**src/rtl/alarm_sequencer_module.sv**
```systemverilog
// alarm_sequencer_module
//   Latching alarm sequencer: IDLE -> ALARM (beeping, lamp on) -> SNOOZE on
//   operator acknowledge -> IDLE, or back to ALARM if the alert is still
//   present when the snooze expires. Every output is registered.
//
//   Optional feature macro: ALARM_ESCALATE_EN
//     When defined, ESC_PERIODS complete beep periods without an ack set
//     'escalated' and hold the buzzer on continuously until ack. When
//     undefined, 'escalated' is tied low and no escalation counter exists.
module alarm_sequencer_module #(
  parameter int BEEP_ON     = 4,
  parameter int BEEP_OFF    = 4,
  parameter int SNOOZE_LEN  = 16,
  parameter int ESC_PERIODS = 3
) (
  input  logic       clk,
  input  logic       rst,
  input  logic       alert,
  input  logic       ack,
  output logic       buzzer,
  output logic       led,
  output logic       alarm_active,
  output logic [1:0] state,
  output logic [3:0] event_cnt,
  output logic       escalated
);

  typedef enum logic [1:0] {
    ST_IDLE   = 2'b00,
    ST_ALARM  = 2'b01,
    ST_SNOOZE = 2'b10
  } state_t;

  localparam logic [15:0] ON_LEN      = 16'(BEEP_ON);
  localparam logic [15:0] PERIOD_LAST = 16'(BEEP_ON + BEEP_OFF - 1);
  localparam logic [15:0] SNOOZE_LAST = 16'(SNOOZE_LEN - 1);

  // Reject illegal parameter sets at elaboration time.
  if (BEEP_ON < 1 || BEEP_OFF < 1 || SNOOZE_LEN < 1 || ESC_PERIODS < 1) begin : g_bad_params
    $error("alarm_sequencer_module: all timing parameters must be >= 1");
  end

  state_t      cur_state;
  logic [15:0] cnt;          // beep phase in ALARM, elapsed cycles in SNOOZE
  logic [15:0] cnt_inc;
  logic        period_done;  // last cycle of a beep period
  logic        snooze_done;  // last cycle of the snooze interval
  logic        enter_alarm;  // this edge starts a new ALARM episode
  logic        esc_hold;     // buzzer forced on by escalation

  assign state = cur_state;

  // Shared decode of counter boundaries and the ALARM-entry condition.
  // NOTE: every always_comb output is assigned unconditionally, so no latch is inferred.
  always_comb begin
    cnt_inc     = cnt + 16'd1;
    period_done = (cnt == PERIOD_LAST);
    snooze_done = (cur_state == ST_SNOOZE) && (cnt == SNOOZE_LAST);
    enter_alarm = alert && ((cur_state == ST_IDLE) || snooze_done);
  end

`ifdef ALARM_ESCALATE_EN
  localparam logic [15:0] ESC_LAST = 16'(ESC_PERIODS - 1);

  logic [15:0] esc_cnt;
  logic        esc_q;
  logic        esc_hit;

  // The final unacknowledged period completes on this edge.
  assign esc_hit   = (cur_state == ST_ALARM) && !ack && !esc_q &&
                     period_done && (esc_cnt == ESC_LAST);
  assign esc_hold  = esc_q || esc_hit;
  assign escalated = esc_q;

  // Count completed beep periods; restart on every ALARM entry and on ack.
  always_ff @(posedge clk) begin
    if (rst) begin
      esc_cnt <= '0;
      esc_q   <= 1'b0;
    end else if (cur_state != ST_ALARM || ack) begin
      esc_cnt <= '0;
      esc_q   <= 1'b0;
    end else if (esc_hit) begin
      esc_q <= 1'b1;
    end else if (period_done && !esc_q) begin
      esc_cnt <= esc_cnt + 16'd1;
    end
  end
`else
  assign esc_hold  = 1'b0;
  assign escalated = 1'b0;
`endif

  // Main sequencer: state, counters and all registered outputs.
  // NOTE: sequential state uses non-blocking assignments so every register
  // sees the pre-edge values of the others, exactly like the hardware.
  always_ff @(posedge clk) begin
    if (rst) begin
      cur_state    <= ST_IDLE;
      cnt          <= '0;
      buzzer       <= 1'b0;
      led          <= 1'b0;
      alarm_active <= 1'b0;
      event_cnt    <= '0;
    end else if (enter_alarm) begin
      cur_state    <= ST_ALARM;
      cnt          <= '0;
      buzzer       <= 1'b1;
      led          <= 1'b1;
      alarm_active <= 1'b1;
      if (event_cnt != 4'hF) event_cnt <= event_cnt + 4'd1;
    end else begin
      unique case (cur_state)
        ST_ALARM: begin
          if (ack) begin
            // Ack wins over any beep-phase boundary in the same cycle.
            cur_state    <= ST_SNOOZE;
            cnt          <= '0;
            buzzer       <= 1'b0;
            alarm_active <= 1'b0;
          end else begin
            cnt    <= period_done ? 16'd0 : cnt_inc;
            buzzer <= esc_hold || period_done || (cnt_inc < ON_LEN);
          end
        end
        ST_SNOOZE: begin
          if (snooze_done) begin
            // Alert still present was handled by enter_alarm above.
            cur_state <= ST_IDLE;
            cnt       <= '0;
            led       <= 1'b0;
          end else begin
            cnt <= cnt_inc;
          end
        end
        default: begin
          // IDLE, and recovery from the unused 2'b11 encoding.
          cur_state    <= ST_IDLE;
          cnt          <= '0;
          buzzer       <= 1'b0;
          led          <= 1'b0;
          alarm_active <= 1'b0;
        end
      endcase
    end
  end

endmodule

```
**config.mk**
```make
export PLATFORM = sky130hd
export DESIGN_NAME = alarm_sequencer_module
export DESIGN_NICKNAME = d
export VERILOG_FILES = /design/src/rtl/alarm_sequencer_module.sv
export SDC_FILE = /design/constraint.sdc
export NUM_CORES = 1
export LEC_CHECK = 0
export CORE_ASPECT_RATIO = 0.9
export CORE_MARGIN = 8
export CORE_UTILIZATION = 55
export CTS_CLUSTER_DIAMETER = 150
export DETAILED_ROUTE_END_ITERATION = 6
export PLACE_DENSITY = 0.77
export REMOVE_ABC_BUFFERS = 1
export SYNTH_ARGS = -nofsm -noshare
export SYNTH_HDL_FRONTEND = slang
export SYNTH_SLANG_ARGS = --single-unit
```
**constraint.sdc**
```tcl
create_clock -name clk -period 2.2 [get_ports clk]
set_clock_uncertainty 0.05 [all_clocks]
set_input_delay 0.33 -clock clk [delete_from_list [all_inputs] [get_ports clk]]
set_output_delay 0.33 -clock clk [all_outputs]
set_load 0.02 [all_outputs]
```
After elaboration in Yosys (flattened, before gate mapping)
Cells that the tools add are included.
{"block": "totals", "ff_bits": 25, "latchBits": 0, "mem_bits_rw": 0, "romBits": 0, "inputBits": 4, "output_inout_bits": 10, "mem_count": 0}
{"block": "op_classes", "n_addsub": 2, "n_mul": 0, "div": 0, "order_cmp": 1, "n_eq_ne": 11, "n_shift": 0, "mux": 17, "n_bitwise": 0, "reduce_logical": 11}
{"cell": "16-bit 2-to-1 mux", "count": 3}
{"cell": "16-bit case mux with 2 select lines", "count": 1}
{"cell": "16-bit by 1-bit adder with 16-bit output, second input constant", "count": 1}
{"cell": "16-bit by 3-bit == test with 1-bit output, second input constant", "count": 1}
{"cell": "16-bit by 4-bit == test with 1-bit output, second input constant", "count": 1}
{"cell": "16-bit by 3-bit less-than comparator with 1-bit output, second input constant", "count": 1}
{"cell": "2-bit AND reduction", "count": 5}
{"cell": "2-bit inequality test, second input constant", "count": 4}
{"cell": "1-bit 2-to-1 mux", "count": 7}
{"cell": "3-bit inequality test, second input constant", "count": 2}
{"cell": "1-bit case mux with 2 select lines", "count": 3}
{"cell": "4-bit by 1-bit adder with 4-bit output, second input constant", "count": 1}
{"cell": "2-bit 2-to-1 mux", "count": 2}
{"cell": "4-bit inequality test, second input constant", "count": 1}
{"cell": "2-bit case mux with 2 select lines", "count": 1}
{"cell": "2-bit by 1-bit == test with 1-bit output, second input constant", "count": 1}
{"cell": "2-bit == test, second input constant", "count": 1}
{"cell": "1-bit logical AND", "count": 2}
{"cell": "2-bit logical NOT", "count": 1}
{"cell": "1-bit logical OR", "count": 2}
{"cell": "2-bit OR reduction", "count": 1}

Logic depth before layout (Yosys ltp)
Gate-level depths: netlist of run 1.
{"block": "depth", "word_depth": 6, "mapped_depth": 7, "ltp_nobuf": 7}

Worst setup path after synthesis of run 1
No wires, ideal clock.
{"block": "synth_path", "path_type": "register to register", "start": "register cnt[0]", "end": "register buzzer", "t_arrival_ns": 1.720, "required_ns": 2.049, "path_slack_ns": 0.329, "stages_incl_launch_ff": 8, "path_buffers": 1, "path_cell_list": "dfxtp_1 > ha_1 > and3_1 > clkbuf_1 > nand4_1 > mux2i_1 > a21o_1 > o41ai_1"}
{"block": "synth_via", "elab_chain_cells": 6, "elab_cells_between_ends": 12, "cone_classes": "add/sub (1); order compare (1); eq/ne (3); mux (3); reduce/logical (4)"}
{"element": "from (decl)", "line_no": "44", "text": "logic [15:0] cnt;"}
{"element": "from (signal assigned)", "line_no": "122", "text": "cnt <= period_done ? 16'd0 : cnt_inc;"}
{"element": "from (signal assigned)", "line_no": "133", "text": "cnt <= cnt_inc;"}
{"element": "16-bit by 1-bit adder with 16-bit output", "line_no": "56", "text": "cnt_inc = cnt + 16'd1;"}
{"element": "16-bit by 3-bit less-than comparator with 1-bit output", "line_no": "123", "text": "buzzer <= esc_hold || period_done || (cnt_inc < ON_LEN);"}
{"element": "1-bit logical OR", "line_no": "123"}
{"element": "1-bit 2-to-1 mux", "line_no": "115", "text": "if (ack) begin"}
{"element": "1-bit case mux with 2 select lines", "line_no": "113", "text": "unique case (cur_state)"}
{"element": "1-bit 2-to-1 mux", "line_no": "105", "text": "end else if (enter_alarm) begin"}
{"element": "to (signal assigned)", "line_no": "123"}
{"element": "to (decl)", "line_no": "20", "text": "output logic buzzer,"}
Parallel ways exist; a longest one is shown, timed or not.
A chain may end at the register's enable or synchronous reset.

Final worst setup path of run 1
{"block": "layout_path", "start": "register cnt[4]", "end": "register event_cnt[0]"}
{"block": "layout_via", "elab_chain_cells": 5}
{"element": "16-bit by 4-bit == test with 1-bit output", "line_no": "58", "text": "snooze_done = (cur_state == ST_SNOOZE) && (cnt == SNOOZE_LAST);"}
{"element": "1-bit logical AND", "line_no": "58"}
{"element": "1-bit logical OR", "line_no": "59", "text": "enter_alarm = alert && ((cur_state == ST_IDLE) || snooze_done);"}
{"element": "1-bit logical AND", "line_no": "59"}
{"element": "2-bit AND reduction (no source line)"}
{"element": "to (signal assigned)", "line_no": "111", "text": "if (event_cnt != 4'hF) event_cnt <= event_cnt + 4'd1;"}
{"element": "to (decl)", "line_no": "24", "text": "output logic [3:0] event_cnt,"}
No other way between the ends.

==> impl_metrics.csv, run 1 <==
group,metric,value,unit
setup_path,worstSetupEndpointType,"flip-flop",
cells_and_area,n_antenna_cell,0,
yosys,yosysUniqueCellTypes,47,
outcome,outcome,"finished, final reports clean",
die,start_util,57.6,%
cts,cts_setup_buffers,0,
cts,cts_resized,0,
placed_design,dp.cells,201,
sta,hold_viol_final,0,
power,p_leak,0.523,nW
die,core,2450,um^2
cells_and_area,seq_area,500,um^2
min_path,hold_class,"flip-flop to flip-flop",
yosys,syn_avg_cell_area,8.34,um^2
routing,ant_nets,0,
run,cap_viol_max_count,0,
power,vdd_drop_max,364,uV
yosys,synth-seq-cells,25,
sta,post-route-min-period,2.06,ns
routing,routed_wirelength,2.93,mm
placed_design,gp_congestion,0.790,
global_route,antenna_found_initial,0,
min_path,hold-path-cell-count,1,
global_route,track_usage,13.3,%
setup_path,cp_cell_sequence,"nor3_1, nand4_2, o31a_1, or3_1, a21oi_1",
die,die_w,69.4,um
yosys,synth_flop_cell,"dfxtp_1",
cts,root_buffer,"clkbuf_4",
cts,clk_pin_slew,0.14,ns
setup_path,r2r_end,"event_cnt[0]",
routing,dr.pass1.iters,4,
setup_path,startpoint_type,"flip-flop",
yosys,netlist_instances,169,
cts,clock_latency,0.32,ns
min_path,hold_path_end,"cnt[0]",
cells_and_area,fillers,222,
global_route,grt_start_max_net_pins,17,
routing,wl_per_cell,14.3,um
cts,cts_sinks,25,
power,powerDensity,485,nW/um^2
cts,cts_inserted_buffers,3,
min_path,min_from,"cnt[0]",
cts,hold_buffers,0,
die,num_io_pins,14,
cts,htree_levels,1,
yosys,synth_top_area_share,35.5,%
global_route,grt_pass1_vias,1150,
yosys,synth_top_area_cell,"dfxtp_1",
placed_design,dp_hpwl,2.23,mm
sta,slew_violations,0,
cts,cts.path.max_buffers,2,
cells_and_area,multi_input_area,846,um^2
die,dieArea,4440,um^2
setup_path,path_max_fanout,8,
setup_path,path_class,"flip-flop to flip-flop",
setup_path,r2r_setup_slack,0.14,ns
yosys,synth_area_leaders,"dfxtp_1 (35%), nor2_1 (6.4%), xnor2_1 (5.6%), ha_1 (5.3%), xor2_1 (4.3%)",
sta,setup_viol,0,
setup_path,slowest_stage,"o31a_1",
yosys,syn_area,1410,um^2
cts,cts_tree,"built",
cells_and_area,final_nets,188,
yosys,seq_area_frac_synth,35.5,%
sta,max_freq,486,MHz
setup_path,required,2.40,ns
yosys,yosys_warnings,0,
placed_design,numPortBuffers,12,
setup_path,critPathMaxStageDelay,0.47,ns
die,die_height,64.0,um
cells_and_area,syn2layout_area_growth,10.7,%
cells_and_area,fin_cells,205,
routing,num_vias,1203,
die,fp-row-count,17,
global_route,grt_pass1_wl,5.06,mm
setup_path,crit_arrival,2.26,ns
yosys,synth_edf_count,0,
sta,rsz0062_at_grt,"no",
global_route,grt_remaining_overflow,0,
setup_path,rr_startpoint,"cnt[4]",
routing,drc,0,
yosys,synthArstFlopShare,0,%
routing,vias_per_cell,5.87,
routing,drt-initial-drc-count,104,
cells_and_area,drive_gt1_share,6.21,%
sta,finalSetupTns,0,ns
setup_path,r2r_cells,5,
sta,finalCritPeriodShare,93.6,%
-- metal layers --
| metal | share of wire, % | GRT usage [%] | vias to the layer above |
|---|---|---|---|
| li1 | - | - | 610 |
| met1 | 47 | 14.8 | 569 |
| met2 | 48 | 23.1 | 24 |
| met3 | 4.4 | 4.17 | 0 |
| met4 | 0 | 5.12 | 0 |
| met5 | 0 | 0 | - |
-- cell families after synthesis --
| group | Yosys count | synth area share, % |
|---|---|---|
| AND/OR/NAND/NOR | 71 | 26.7 |
| buffers and inverters | 16 | 5.41 |
| other | 1 | 0.266 |
| XOR/XNOR | 16 | 9.94 |
| multiplexers | 1 | 0.710 |
| adder cells (fa/ha/maj) | 6 | 5.32 |
| AO/OA/AOI/OAI | 33 | 16.1 |
| flip-flops | 25 | 35.5 |
-- final cells by class --
type                       instances  area share (%)
timing repair buffer              13            8.17
tap                               28            2.24
clock buffer                       4            1.68
sequential                        25            32.1
multi-input combinational        128            54.2
inverter                           7            1.68
-- Yosys cell counts, types with 3 or more instances --
cell      number
ha_1           6
nand2_1       10
buf_2          4
a21oi_1        7
nor3_1         6
nand4_1        5
xnor2_1        9
xor2_1         7
nand3_1        7
o21ai_0        9
and3_1         3
clkbuf_1       3
dfxtp_1       25
inv_1          7
nor2_1        24
-- power by group --
group          switching [mW]  total, mW  internal, mW
sequential            0.00869      0.470         0.462
combinational          0.0435     0.0796        0.0360
clock                   0.136      0.207        0.0710
-- registers in the layout, indices dropped and copies added, names as in the netlist --
| register | flops |
|---|---|
| cnt | 16 |
| event_cnt | 4 |
| state | 2 |
| alarm_active | 1 |
| buzzer | 1 |
| led | 1 |
-- worst max-delay path by stage --
stage                     cells past startpoint     from           end
after floorplan                               5  cnt[11]  event_cnt[0]
after detailed placement                      5  cnt[11]        cnt[8]
after global routing                          5  cnt[11]  event_cnt[0]
after CTS                                     5  cnt[11]       cnt[13]
after global placement                        5  cnt[13]       cnt[12]
final                                         5   cnt[4]  event_cnt[0]
-- placed cells by master, fill, tap and decap left out, drive strengths merged, types with 2 or more instances in the layout --
| master | instances |
|---|---|
| xor2 | 7 |
| nand3 | 7 |
| or2 | 2 |
| ha | 6 |
| a211oi | 2 |
| clkdlybuf4s50 | 12 |
| nor3 | 7 |
| and3 | 3 |
| o21ai | 9 |
| nand2b | 2 |
| and2 | 2 |
| inv | 7 |
| nand4 | 6 |
| dfxtp | 25 |
| nor4 | 2 |
| and4 | 2 |
| clkbuf | 4 |
| a21oi | 7 |
| nor2 | 24 |
| xnor2 | 9 |
| nand2 | 10 |
-- critical path: cells and delay by family, from the launching register on --
kind | cells | cell delay, ns
AND/OR/NAND/NOR | 3 | 0.90
AO/OA/AOI/OAI | 2 | 0.63
flip-flops | 1 | 0.42
-- through the flow --
stage / setup WS [ns] / instance area (um^2) / hold WS (ns) / total power, mW / util, %
detailed placement: 0.106 / 1520 / 0.416 / 0.558 / 62.3
CTS: 0.0915 / 1550 / 0.440 / 0.760 / 63.3
floorplan: 0.392 / 1360 / 0.349 / 0.520 / -
global placement: 0.179 / 1520 / 0.407 / 0.555 / 62.3
finish: 0.140 / 1560 / 0.436 / 0.757 / 63.8
global route: 0.0306 / 1560 / 0.470 / 0.785 / 63.8
Note: power is estimated with default switching activity, not from simulation.
==> run 2: changes to the inputs <==
Settings changed: CORE_UTILIZATION 55 to 25, PLACE_DENSITY 0.77 to unset.
Clock period 2.2 ns to 2.6 ns, I/O delays scaled along.
==> run 2 against run 1 <==
  * Clock power is 10% higher
  * Highest routed layer is now met4
  * Worst hold slack worse by 0.010 ns
  * Sequential power is 15% lower
  * Global-route usage is 5.5 points lower
  * Wire length is 2.2% lower
  * Clock-buffer cell count stayed put
==> impl_metrics.csv, run 2 (synthesis gave the netlist of run 1 again) <==
group,metric,value,unit
routing,num_vias,1143,
routing,dr.pass1.iters,4,
setup_path,path_max_fanout,16,
setup_path,required,2.68,ns
sta,worst_pin_slew,0.762,ns
cts,clk_pin_slew,0.08,ns
power,total_power,692,uW
routing,drc,0,
die,num_io_pins,14,
setup_path,crit_family,"compound AO/OA/AOI/OAI gates",
cts,hold_buffers,0,
die,start_util,25.3,%
die,fp-row-count,26,
sta,rsz0062_at_grt,"no",
setup_path,rr_startpoint,"cnt[11]",
cts,cts_tree,"built",
min_path,min_from,"cnt[0]",
min_path,hold_path_end,"cnt[0]",
cells_and_area,final_nets,189,
setup_path,r2r_setup_slack,0.43,ns
placed_design,dpl_worst_slack,0.419,ns
cts,cts.path.max_buffers,2,
power,intPower,531,uW
setup_path,r2r_end,"cnt[7]",
cells_and_area,final_common_cell,"dfxtp_1",
setup_path,startpoint_type,"flip-flop",
cells_and_area,largest_register,"cnt",
placed_design,dp_hpwl,2.18,mm
routing,ant_nets,0,
sta,post-route-min-period,2.17,ns
cells_and_area,layout_common_cells,"dfxtp_1 (25), nor2_1 (24), clkdlybuf4s50_1 (12)",
placed_design,placed_area,1580,um^2
die,die_w,95.2,um
setup_path,r2r_cells,5,
routing,drt-initial-drc-count,64,
cells_and_area,drive_gt1_share,6.18,%
global_route,grt_pass1_wl,5.19,mm
run,cap_viol_max_count,0,
setup_path,critPathMaxStageDelay,0.63,ns
power,vdd_drop_max,168,uV
sta,slew_violations,0,
setup_path,cp_cell_sequence,"nor4_4, nand4_2, o21a_1, o2111ai_2, nor2_1",
cells_and_area,largest_reg_flops,16,
global_route,grt_remaining_overflow,0,
sta,hold_viol_final,0,
setup_path,path_class,"flip-flop to flip-flop",
cells_and_area,syn2layout_area_growth,15.4,%
setup_path,worst-path-buf-inv,0,
cts,htree_levels,1,
min_path,hold-path-cell-count,1,
power,swShare,23.2,%
power,seqPwrFrac,57.5,%
sta,finalSetupTns,0,ns
routing,routed_wirelength,2.87,mm
power,combPwrFrac,9.5,%
routing,vias_per_cell,4.61,
cts,clock_latency,0.27,ns
sta,setup_slack,0.430,ns
cts,cts_inserted_buffers,3,
global_route,track_usage,7.76,%
die,die_height,87.3,um
cells_and_area,fillers,587,
cells_and_area,final_area,1630,um^2
sta,slew_headroom,49.2,%
sta,max_freq,461,MHz
power,p_sw,161,uW
cts,cts_resized,0,
routing,wl_per_cell,11.6,um
setup_path,slowest_stage,"o2111ai_2",
global_route,grt_start_max_net_pins,17,
power,power_frac_clock,33.0,%
sta,setup_viol,0,
placed_design,numPortBuffers,12,
placed_design,gp_congestion,0.774,
cells_and_area,n_antenna_cell,0,
setup_path,worstSetupEndpointType,"flip-flop",
min_path,hold_class,"flip-flop to flip-flop",
outcome,outcome,"finished, final reports clean",
power,powerDensity,425,nW/um^2
setup_path,crit_arrival,2.25,ns
sta,finalCritPeriodShare,83.5,%
global_route,antenna_found_initial,0,
power,p_leak,0.536,nW
global_route,grt_pass1_vias,1110,
die,dieArea,8300,um^2
cells_and_area,fin_cells,248,
die,core,5560,um^2
placed_design,dp.cells,244,
cts,root_buffer,"clkbuf_8",
cts,cts_setup_buffers,0,
cts,cts_sinks,25,
## run 2: cell types whose count changed in the layout (fill, tap and decap cells not counted)
cell,delta
buf_4,+1
o2111ai_4,-1
o2111ai_2,+1
clkbuf_4,-3
and3_2,-1
clkbuf_8,+3
and3_1,+1
## run 2: final cells by class
cell class	instances	area, um^2	area share [%]
Multi-Input combinational cell	128	833	51.2
Sequential cell	25	500	30.7
Timing Repair Buffer	14	135	8.30
Tap cell	70	87.6	5.38
Clock buffer	4	45.0	2.77
Inverter	7	26.3	1.61
## run 2: metal layers
layer / GRT usage (%) / vias to the layer above / part of all wire [%]
met4: 4.67 / 0 / 2.4
li1: - / 611 / -
met1: 10.1 / 515 / 52
met5: 0 / - / 0
met2: 11.8 / 12 / 44
met3: 1.03 / 5 / 1.7
## run 2: worst max path at each step
| stage | from | to | slack [ns] | depth (start not counted) |
|---|---|---|---|---|
| final | cnt[11] | cnt[7] | 0.43 | 5 |
| after global routing | cnt[11] | cnt[4] | 0.24 | 5 |
| after CTS | cnt[11] | cnt[7] | 0.41 | 5 |
| after detailed placement | cnt[11] | cnt[7] | 0.42 | 5 |
| after global placement | cnt[11] | cnt[3] | 0.45 | 5 |
| after floorplan | cnt[11] | event_cnt[0] | 0.79 | 5 |
## run 2: stage by stage
| step | hold slack, ns | utilization [%] |
|---|---|---|
| global placement | 0.410 | 28.5 |
| finish | 0.426 | 29.3 |
| detailed placement | 0.410 | 28.5 |
| floorplan | 0.383 | - |
| CTS | 0.430 | 29.3 |
| global route | 0.453 | 29.3 |
## run 2: power by group through the flow
stage | Clock [mW] | Sequential, mW | Combinational [mW]
after floorplan | 0 | 0.414 | 0.0260
after global placement | 0 | 0.407 | 0.0664
after global routing | 0.257 | 0.399 | 0.0729
after CTS | 0.239 | 0.398 | 0.0668
final | 0.228 | 0.398 | 0.0660
after detailed placement | 0 | 0.407 | 0.0663
==> run 3: changes to the inputs <==
Clock period 2.6 ns to 2.3 ns, I/O delays scaled along.
==> run 3 against run 2 <==
  * Worst setup slack lost 0.12 ns
  * Via count grew 1.2%
  * Register-to-register slack lost 0.12 ns
  * Die area is the same
  * Maximum frequency grew 8.9%
  * Total power grew 13%
  * Wire length grew 0.17%
  * Clock power grew 12%
  * Combinational power grew 18%
  * Critical path depth is the same
  * Final area grew 0.77%
  * Sequential cell count is the same
==> impl_metrics.csv, run 3 (synthesis gave the netlist of run 1 again) <==
group,metric,value,unit
outcome,outcome,"finished, final reports clean",
cells_and_area,largest_register,"cnt",
setup_path,cp_cell_sequence,"nor4_4, nand4_2, o31a_1, or3_1, a21oi_1",
sta,hold_viol_final,0,
die,start_util,25.3,%
routing,drc,0,
setup_path,required,2.45,ns
setup_path,path_class,"flip-flop to flip-flop",
cells_and_area,drive_gt1_share,6.74,%
routing,num_vias,1157,
global_route,antenna_found_initial,0,
cells_and_area,final_area,1640,um^2
routing,met3_length,91,um
run,cap_viol_max_count,0,
cts,cts_setup_buffers,0,
global_route,grt_pass1_wl,5.20,mm
cts,cts_resized,0,
global_route,grt_start_max_net_pins,17,
cells_and_area,n_antenna_cell,0,
power,p_leak,0.539,nW
setup_path,critPathMaxStageDelay,0.46,ns
setup_path,worst-path-buf-inv,0,
cts,cts_tree,"built",
cts,root_buffer,"clkbuf_8",
die,die_height,87.3,um
power,vdd_drop_max,181,uV
cts,hold_buffers,0,
placed_design,placed_area,1580,um^2
routing,dr.pass1.iters,4,
sta,post-route-min-period,1.99,ns
sta,rsz0062_at_grt,"no",
routing,vias_per_cell,4.67,
sta,finalCritPeriodShare,86.7,%
routing,wl_met2,1.25,mm
setup_path,worstSetupEndpointType,"flip-flop",
routing,routed_wirelength,2.87,mm
cells_and_area,final_common_cell,"dfxtp_1",
cells_and_area,largest_reg_flops,16,
sta,slew_violations,0,
global_route,grt_pass1_vias,1134,
cts,cts_inserted_buffers,3,
global_route,track_usage,7.66,%
setup_path,cp-startpoint,"cnt[11]",
sta,setup_viol,0,
cells_and_area,layout_common_cells,"dfxtp_1 (25), nor2_1 (24), clkdlybuf4s50_1 (12)",
routing,drt-initial-drc-count,81,
die,core,5560,um^2
die,die_w,95.2,um
die,dieArea,8300,um^2
setup_path,crit_family,"simple AND/OR/NAND/NOR gates",
min_path,hold_class,"flip-flop to flip-flop",
cts,cts.path.max_buffers,2,
placed_design,dp_hpwl,2.23,mm
cts,cts_sinks,25,
setup_path,path_max_fanout,8,
setup_path,slowest_stage,"o31a_1",
setup_path,rr_startpoint,"cnt[11]",
cts,htree_levels,1,
global_route,grt_remaining_overflow,0,
cells_and_area,final_nets,189,
sta,max_freq,502,MHz
setup_path,startpoint_type,"flip-flop",
min_path,min_from,"cnt[0]",
cts,clock_latency,0.26,ns
routing,top_layer,"met4",
placed_design,gp_congestion,0.758,
placed_design,numPortBuffers,12,
routing,ant_nets,0,
cts,clk_pin_slew,0.08,ns
die,num_io_pins,14,
power,powerDensity,476,nW/um^2
cells_and_area,syn2layout_area_growth,16.3,%
routing,wl_per_cell,11.6,um
setup_path,crit_arrival,2.15,ns
sta,finalSetupTns,0,ns
die,fp-row-count,26,
routing,wl_met1,1.48,mm
cells_and_area,fillers,589,
## run 3: changes by cell type in the layout (fill, tap and decap cells not counted)
| cell | previous run | this run |
|---|---|---|
| clkbuf_1 | 1 | 0 |
| clkinv_2 | 0 | 1 |
| o2111ai_2 | 1 | 0 |
| o2111ai_4 | 0 | 1 |
## run 3: stage by stage
| stage | std cells | hold slack (ns) | power [mW] | setup slack (ns) | utilization [%] |
|---|---|---|---|---|---|
| 6_report | 248 | 0.423 | 0.781 | 0.307 | 29.5 |
| 5_1_grt | 248 | 0.471 | 0.824 | 0.0793 | 29.5 |
| 4_1_cts | 248 | 0.432 | 0.794 | 0.153 | 29.3 |
| 3_5_place_dp | 244 | 0.410 | 0.535 | 0.172 | 28.5 |
| 3_3_place_gp | 244 | 0.409 | 0.535 | 0.240 | 28.5 |
| 2_1_floorplan | 160 | 0.364 | 0.498 | 0.492 | - |
## run 3: worst reg2reg max path: stages, from the launching register on
cell	delay [ns]
dfxtp_1	0.40
nor4_4	0.29
nand4_2	0.21
o31a_1	0.46
or3_1	0.38
a21oi_1	0.13
## run 3: per-layer routing
metal / track usage [%] / up-vias
li1: - / 612
met1: 10.2 / 524
met2: 11.5 / 17
met3: 1.38 / 4
met4: 3.54 / 0
met5: 0 / -
## run 3: final timing paths
path | depth (start not counted) | end | slack [ns]
min reg2reg | 1 | cnt[0] | 0.42
max reg2reg | 5 | event_cnt[0] | 0.31
min | 1 | cnt[0] | 0.42
max | 5 | event_cnt[0] | 0.31
## run 3: area by class of cell
class | count | area, um^2 | share of cell area [%]
clock inverters | 1 | 5.00 | 0.305
well taps | 70 | 87.6 | 5.34
clock buffers | 3 | 41.3 | 2.52
inverters | 7 | 26.3 | 1.60
repair buffers | 14 | 135 | 8.24
multi-input cells | 128 | 845 | 51.5
flip-flops and latches | 25 | 500 | 30.5
## run 3: where the power goes
group / internal [mW] / leakage, nW / switching [mW]
combinational: 0.0356 / 0.311 / 0.0419
clock: 0.121 / 0.0255 / 0.134
sequential: 0.441 / 0.203 / 0.00795
